$ cat src/rtl/mac_result_buffer_if.sv
// Result-side bundle of the MAC result buffer: push strobe/data from the MAC,
// valid/ready delivery to the consumer, and occupancy/overflow status.
interface mac_result_buffer_if #(
    parameter int DW    = 32,
    parameter int DEPTH = 4
);
    localparam int AW = (DEPTH > 1) ? $clog2(DEPTH) : 1;

    logic          validi;
    logic [DW-1:0] data_in;
    logic          readyi;
    logic          valido;
    logic [DW-1:0] data_out;
    logic [AW:0]   count_o;
    logic          full_o;
    logic          ovf_o;

    modport slave (
        input  validi, data_in, readyi,
        output valido, data_out, count_o, full_o, ovf_o
    );

    modport master (
        output validi, data_in, readyi,
        input  valido, data_out, count_o, full_o, ovf_o
    );
endinterface

$ cat src/rtl/mac_result_buffer.sv
// First-word-fall-through result FIFO behind the MAC; the MAC never stalls.
// DROP_OLDEST_EN selects overwrite-oldest instead of discard-incoming when full.
module mac_result_buffer #(
    parameter int DW    = 32,
    parameter int DEPTH = 4
) (
    input  logic                   clk,
    input  logic                   rst,
    mac_result_buffer_if.slave     bus
);
    localparam int AW = (DEPTH > 1) ? $clog2(DEPTH) : 1;
    localparam logic [AW:0] COUNT_FULL = (AW + 1)'(DEPTH);

    logic [DW-1:0] mem [DEPTH];
    logic [AW-1:0] wr_ptr;
    logic [AW-1:0] rd_ptr;
    logic [AW:0]   count;
    logic          ovf;

    logic          empty;
    logic          full;
    logic          push;
    logic          pop;
    logic          ovf_evt;
    logic          wr_en;
    logic          rd_adv;
    logic [AW:0]   count_nxt;

    always_comb begin
        empty   = (count == '0);
        full    = (count == COUNT_FULL);
        push    = bus.validi;
        pop     = !empty && bus.readyi;
        ovf_evt = push && full && !pop;
`ifdef DROP_OLDEST_EN
        // Overwrite the oldest slot: when full, wr_ptr == rd_ptr, so both advance together.
        wr_en   = push;
        rd_adv  = pop || ovf_evt;
`else
        wr_en   = push && !ovf_evt;
        rd_adv  = pop;
`endif
        count_nxt = count;
        if (push && !pop && !full)
            count_nxt = count + (AW + 1)'(1);
        else if (pop && !push)
            count_nxt = count - (AW + 1)'(1);
    end

    always_ff @(posedge clk or posedge rst) begin
        if (rst) begin
            wr_ptr <= '0;
            rd_ptr <= '0;
            count  <= '0;
            ovf    <= 1'b0;
        end else begin
            if (wr_en)
                wr_ptr <= wr_ptr + AW'(1);
            if (rd_adv)
                rd_ptr <= rd_ptr + AW'(1);
            count <= count_nxt;
            if (ovf_evt)
                ovf <= 1'b1;
        end
    end

    always_ff @(posedge clk or posedge rst) begin
        if (rst) begin
            for (int i = 0; i < DEPTH; i++)
                mem[i] <= '0;
        end else if (wr_en) begin
            mem[wr_ptr] <= bus.data_in;
        end
    end

    // Outputs come only from registered state, so reset clears them without waiting for an edge.
    assign bus.valido   = !empty;
    assign bus.data_out = empty ? '0 : mem[rd_ptr];
    assign bus.count_o  = count;
    assign bus.full_o   = full;
    assign bus.ovf_o    = ovf;
endmodule

$ cat src/flat_wrapper.sv
// flat-port wrapper written by rule: the top's interface ports become plain ports
module mac_result_buffer_flat 
#(
    parameter int DW    = 32,
    parameter int DEPTH = 4
)
  (clk, rst, bus_validi, bus_data_in, bus_readyi, bus_valido, bus_data_out, bus_count_o, bus_full_o, bus_ovf_o);
  mac_result_buffer_if #(.DW(DW), .DEPTH(DEPTH)) bus_i ();
  input  logic clk;
  input  logic rst;
  input wire logic [$bits(bus_i.validi)-1:0] bus_validi;
  input wire logic [$bits(bus_i.data_in)-1:0] bus_data_in;
  input wire logic [$bits(bus_i.readyi)-1:0] bus_readyi;
  output wire logic [$bits(bus_i.valido)-1:0] bus_valido;
  output wire logic [$bits(bus_i.data_out)-1:0] bus_data_out;
  output wire logic [$bits(bus_i.count_o)-1:0] bus_count_o;
  output wire logic [$bits(bus_i.full_o)-1:0] bus_full_o;
  output wire logic [$bits(bus_i.ovf_o)-1:0] bus_ovf_o;
  assign bus_i.validi = bus_validi;
  assign bus_i.data_in = bus_data_in;
  assign bus_i.readyi = bus_readyi;
  assign bus_valido = bus_i.valido;
  assign bus_data_out = bus_i.data_out;
  assign bus_count_o = bus_i.count_o;
  assign bus_full_o = bus_i.full_o;
  assign bus_ovf_o = bus_i.ovf_o;
  mac_result_buffer #(.DW(DW), .DEPTH(DEPTH)) u_core (.clk(clk), .rst(rst), .bus(bus_i));
endmodule
$ cat config.mk
export PLATFORM = sky130hd
export DESIGN_NAME = mac_result_buffer_flat
export DESIGN_NICKNAME = d
export VERILOG_FILES = /design/src/rtl/mac_result_buffer_if.sv /design/src/rtl/mac_result_buffer.sv /design/src/flat_wrapper.sv
export SDC_FILE = /design/constraint.sdc
export NUM_CORES = 1
export LEC_CHECK = 0
export ABC_CLOCK_PERIOD_IN_PS = 4800
export CAP_MARGIN = 20
export CORE_MARGIN = 4
export CORE_UTILIZATION = 40
export DETAILED_ROUTE_END_ITERATION = 8
export PLACE_DENSITY = 0.68
export SLEW_MARGIN = 20
export SYNTH_ARGS = -nofsm -noshare
export SYNTH_HDL_FRONTEND = slang
export SYNTH_SLANG_ARGS = --single-unit
$ cat constraint.sdc
create_clock -name clk -period 4.8 [get_ports clk]
set_input_delay 0.48 -clock clk [delete_from_list [all_inputs] [get_ports clk]]
set_output_delay 0.48 -clock clk [all_outputs]
set_load 0.1 [all_outputs]
### After elaboration in Yosys (flattened, before gate mapping)

Cells that the tools add are included.

* bitwise gates (word level): 2
* reduce and logical (&&, ||, !) cells: 15
* eq/ne operators: 1
* mux-type cells: 9
* $lt $le $gt $ge: 3
* add/sub/neg operators: 4

Operator list (number)
* $bwmux 128: 1
* $mux 32: 4
* $bmux 32 s2: 1
* $demux 32 s2: 1
* $logic_and 1x1->1: 8
* $ge 3x3->1 const B: 2
* $mux 3: 2
* $not 2->3: 2
* $logic_not 1->1: 5
* $add 2x1->2 const B: 2
* $add 3x1->3 const B: 1
* $eq 3x3->1 const B: 1
* $logic_not 3->1: 1
* $lt 3x1->1 const B: 1
* $sub 3x1->3 const B: 1
* $reduce_bool 2->1: 1

* register bits after elaboration: 136
* output and inout bits: 38
* logic and storage cells: 42

### Logic depth before layout (Yosys ltp)

* depth after elaboration: 7
* depth in mapped cells: 9

### Least setup slack after synthesis

OpenSTA, ideal clock, no wires.

* path type: flip-flop to output port
* start point: register u_core.count[1], in the netlist u_core.bus.count_o[1]
* end point: output port bus_data_out[22]
* cell stages (with the launch flop): 5
* arrival: 3.342 ns
* buffers on the path: 2
* setup slack: 0.978 ns
* path through: dfrtp_1 > or3_2 > clkbuf_1 > clkbuf_1 > and2_1

* word-level cells in the longest chain between the ends: 2

RTL lines
* start: declaration: line mac_result_buffer.sv:17 `logic [AW:0] count;`
* start signal: assignment: line mac_result_buffer.sv:61 `count <= count_nxt;`
* $logic_not 3->1: line mac_result_buffer.sv:30 `empty = (count == '0);`
* $mux 32: line mac_result_buffer.sv:78 `assign bus.data_out = empty ? '0 : mem[rd_ptr];`
* end: declaration: line flat_wrapper.sv:15 `output wire logic [$bits(bus_i.data_out)-1:0] bus_data_out;`

Every way passes these cells.

### Worst setup path after layout

* start point: register u_core.rd_ptr[0]
* end point: output port bus_data_out[1]

* word-level cells in the longest chain between the ends: 5

RTL lines
* start: declaration: line mac_result_buffer.sv:16 `logic [AW-1:0] rd_ptr;`
* start signal: assignment: line mac_result_buffer.sv:60 `rd_ptr <= rd_ptr + AW'(1);`
* $not 2->3 (implied by the code): line mac_result_buffer.sv:78
* $bmux 32 s2: line mac_result_buffer.sv:78
* $mux 32 (implied by the code) (2 in a row): line mac_result_buffer.sv:78
* $mux 32: line mac_result_buffer.sv:78

Every way passes these cells. The select of a mux whose other input is x is not followed.

==> results.toml <==
[clock_tree]
cts_hold_buf = 0
cts_sinks = 136
clk_pin_slew_ps = 50
tritoncts.num_buffers = 17
cts_resized = 0
cts_buffer_depth = 2
htree_levels = 4
postCtsSetupBuffers = 0
insertion_delay_ps = 410
cts_tree = "yes"
cts_root_buffer = "clkbuf_16"

[placement]
port-buffer-count = 73
hpwl_microns = 8280
routabilityCongestion = 0.695
place_inst = 674

[logic_synthesis]
synth_mux_area_frac = 0.380
synthSimpleGateAreaFrac = 0.0500
synth.distinct_cells = 34
yosys_register_bits = 136
synth-main-ff-cell = "dfrtp_1"
syn_inst = 406
ys_seq_area_frac = 0.491
ys_async_sr_fraction = 1.00
syn_area_sq_um = 6930
synth_top_cell_area_share = 0.491
synth-edff-count = 0
synthXorXnorAreaFrac = 0.00379
synth_area_leaders = "dfrtp_1 49%, mux2_4 26%, mux4_2 10%"
yosys_warnings = 0
synth_adder_area_share = 0.0101
synth_compound_area_frac = 0.0121
synth_top_family_by_area = "multiplexers"
synth_commonest_cells = "136 x dfrtp_1, 120 x mux2_4, 33 x and2_1"
syn_area_per_cell_sq_um = 17.1
synthMostInstantiatedCell = "dfrtp_1"
yosysTopAreaCell = "dfrtp_1"
syn_nets = 447

[timing]
hold_violations = 0
worst_slew_pin_slew_ps = 991
maxSlewHeadroom = 0.337
finalSetupTns_ps = 0
skew_ps = 6.45
maxSlewViolCount = 0
fin_hold_ws_ps = 487
setup_viol = 0
clock.fmax_mhz = 272
rsz0062_at_grt = "no"
period_share = 0.766
final.min_clock_period_ps = 3680

[finish]
drive_above_1_share = 0.424
multiInputGateArea_sq_um = 3170
layout.cells.non_filler = 704
regArea_sq_um = 3410
n_fill_cell = 1387
diodes = 0
fin_nets = 514
synthToLayoutAreaGrowth_pct = 18.3

[run_status]
status = "finished, final reports clean"

[floorplan]
die_y_microns = 140
initial_core_util = 0.414
fp.dieArea_sq_um = 19500
coreArea_sq_um = 16800
fp.dieW_microns = 140
io_pins = 74
rows = 47

[flow_run]
drv_cap = 0

[min_path]
worstHoldPathCells = 1
hp-class = "flop to flop"
whs_endpoint = "u_core.bus.ovf_o"
hold_start = "u_core.bus.ovf_o"

[detailed_routing]
wl_per_cell_microns = 19.6
drtIter0Drc = 203
routed-via-count = 3570
drt_first_pass_iters = 6
routed_wl_microns = 13800
postRouteAntennaNets = 0
drc = 0
via_per_inst = 5.07

[critical_path]
cp_slowest_cell = "clkdlybuf4s50_1"
cp_max_fo = 27
reg2reg_from = "u_core.bus.count_o[0]"
path_class = "flop to primary output"
worstPathArrival_ps = 3200
r2r_slack_ps = 1780
startpoint_type = "flop"
critPathCaptureType = "primary output"
critPathRequiredTime_ps = 4320
r2r-end = "u_core.bus.count_o[2]"
slowest_delay_ps = 1150
reg2reg_depth = 6
crit_chain = "buf_4 -> mux4_2 -> and2_1 -> clkdlybuf4s50_1"

[global_route]
grt_max_degree = 105
antenna_found_initial = 0
grt_pass1_vias = 4214
grt_pass1_wl_microns = 22700
overflow = 0
grt_use_total = 0.147
## area by class of cell
cell class	instances	area share
clock buffer	28	0.0642
clock inverter	2	0.00427
inverter	3	0.00198
multi-input combinational	236	0.386
sequential	136	0.415
tap	220	0.0336
timing repair buffer	79	0.0946
## layer usage
| metal | GRT usage | part of all wire |
|---|---|---|
| met1 | 0.193 | 0.46 |
| met2 | 0.240 | 0.49 |
| met3 | 0.0333 | 0.038 |
| met4 | 0.0551 | 0.014 |
| met5 | 0 | 0 |
## per-stage QoR
stage	setup WS, ps	utilization	cell area, sq um
4_1_cts	1030	0.489	8200
2_1_floorplan	681	-	6930
3_5_place_dp	1490	0.456	7640
3_3_place_gp	1470	0.456	7640
6_report	1120	0.489	8200
5_1_grt	908	0.489	8200
## state kept, by name (all words and copies together) (netlist names)
| name | flops |
|---|---|
| u_core.rd_ptr | 2 |
| u_core.bus.ovf_o | 1 |
| u_core.mem | 128 |
| u_core.wr_ptr | 2 |
| u_core.bus.count_o | 3 |
## worst max-delay path: cells and delay by family (launching register included)
family | cells | cell delay (ps)
simple gates | 1 | 150
mux | 1 | 190
flops | 1 | 970
buf+inv | 2 | 1470
## how the worst max path moves through the flow
stage                           startpoint               endpoint  slack [ps]  cells after the start
after global routing      u_core.rd_ptr[0]        bus_data_out[1]         910                      4
after global placement    u_core.rd_ptr[0]        bus_data_out[1]        1470                      4
after detailed placement  u_core.rd_ptr[0]        bus_data_out[1]        1490                      4
after floorplan                        rst  u_core.bus.count_o[0]         680                      1
final                     u_core.rd_ptr[0]        bus_data_out[1]        1120                      4
after CTS                 u_core.rd_ptr[0]        bus_data_out[1]        1030                      4
## cells in the final DEF, fill, tap and decap left out, types with 2 or more instances in the layout
cell             instances
and3_2                   4
inv_1                    2
and2_1                  33
buf_4                    6
mux2_2                   9
clkdlybuf4s50_1         73
nor2_1                   3
mux2_4                 120
clkbuf_1                 5
nand2b_1                 2
nand2_1                  4
dfrtp_1                134
dfrtp_2                  2
ha_1                     4
nand3b_1                 2
clkbuf_16               17
clkbuf_8                 6
xnor2_1                  3
mux4_2                  32
or3_2                    2
o21bai_1                 2
a21oi_1                  2
## cells by family (layout without fill, tap and decap cells)
family	after synthesis	count (layout)
mux	162	162
compound gates	11	11
fa+ha+maj	5	5
flops	136	136
simple gates	55	55
buf+inv	34	112
xor+xnor	3	3
Power is left out: the tool's default activity adds up to more than one toggle a clock period on the data nets, which glitch-free logic cannot reach.
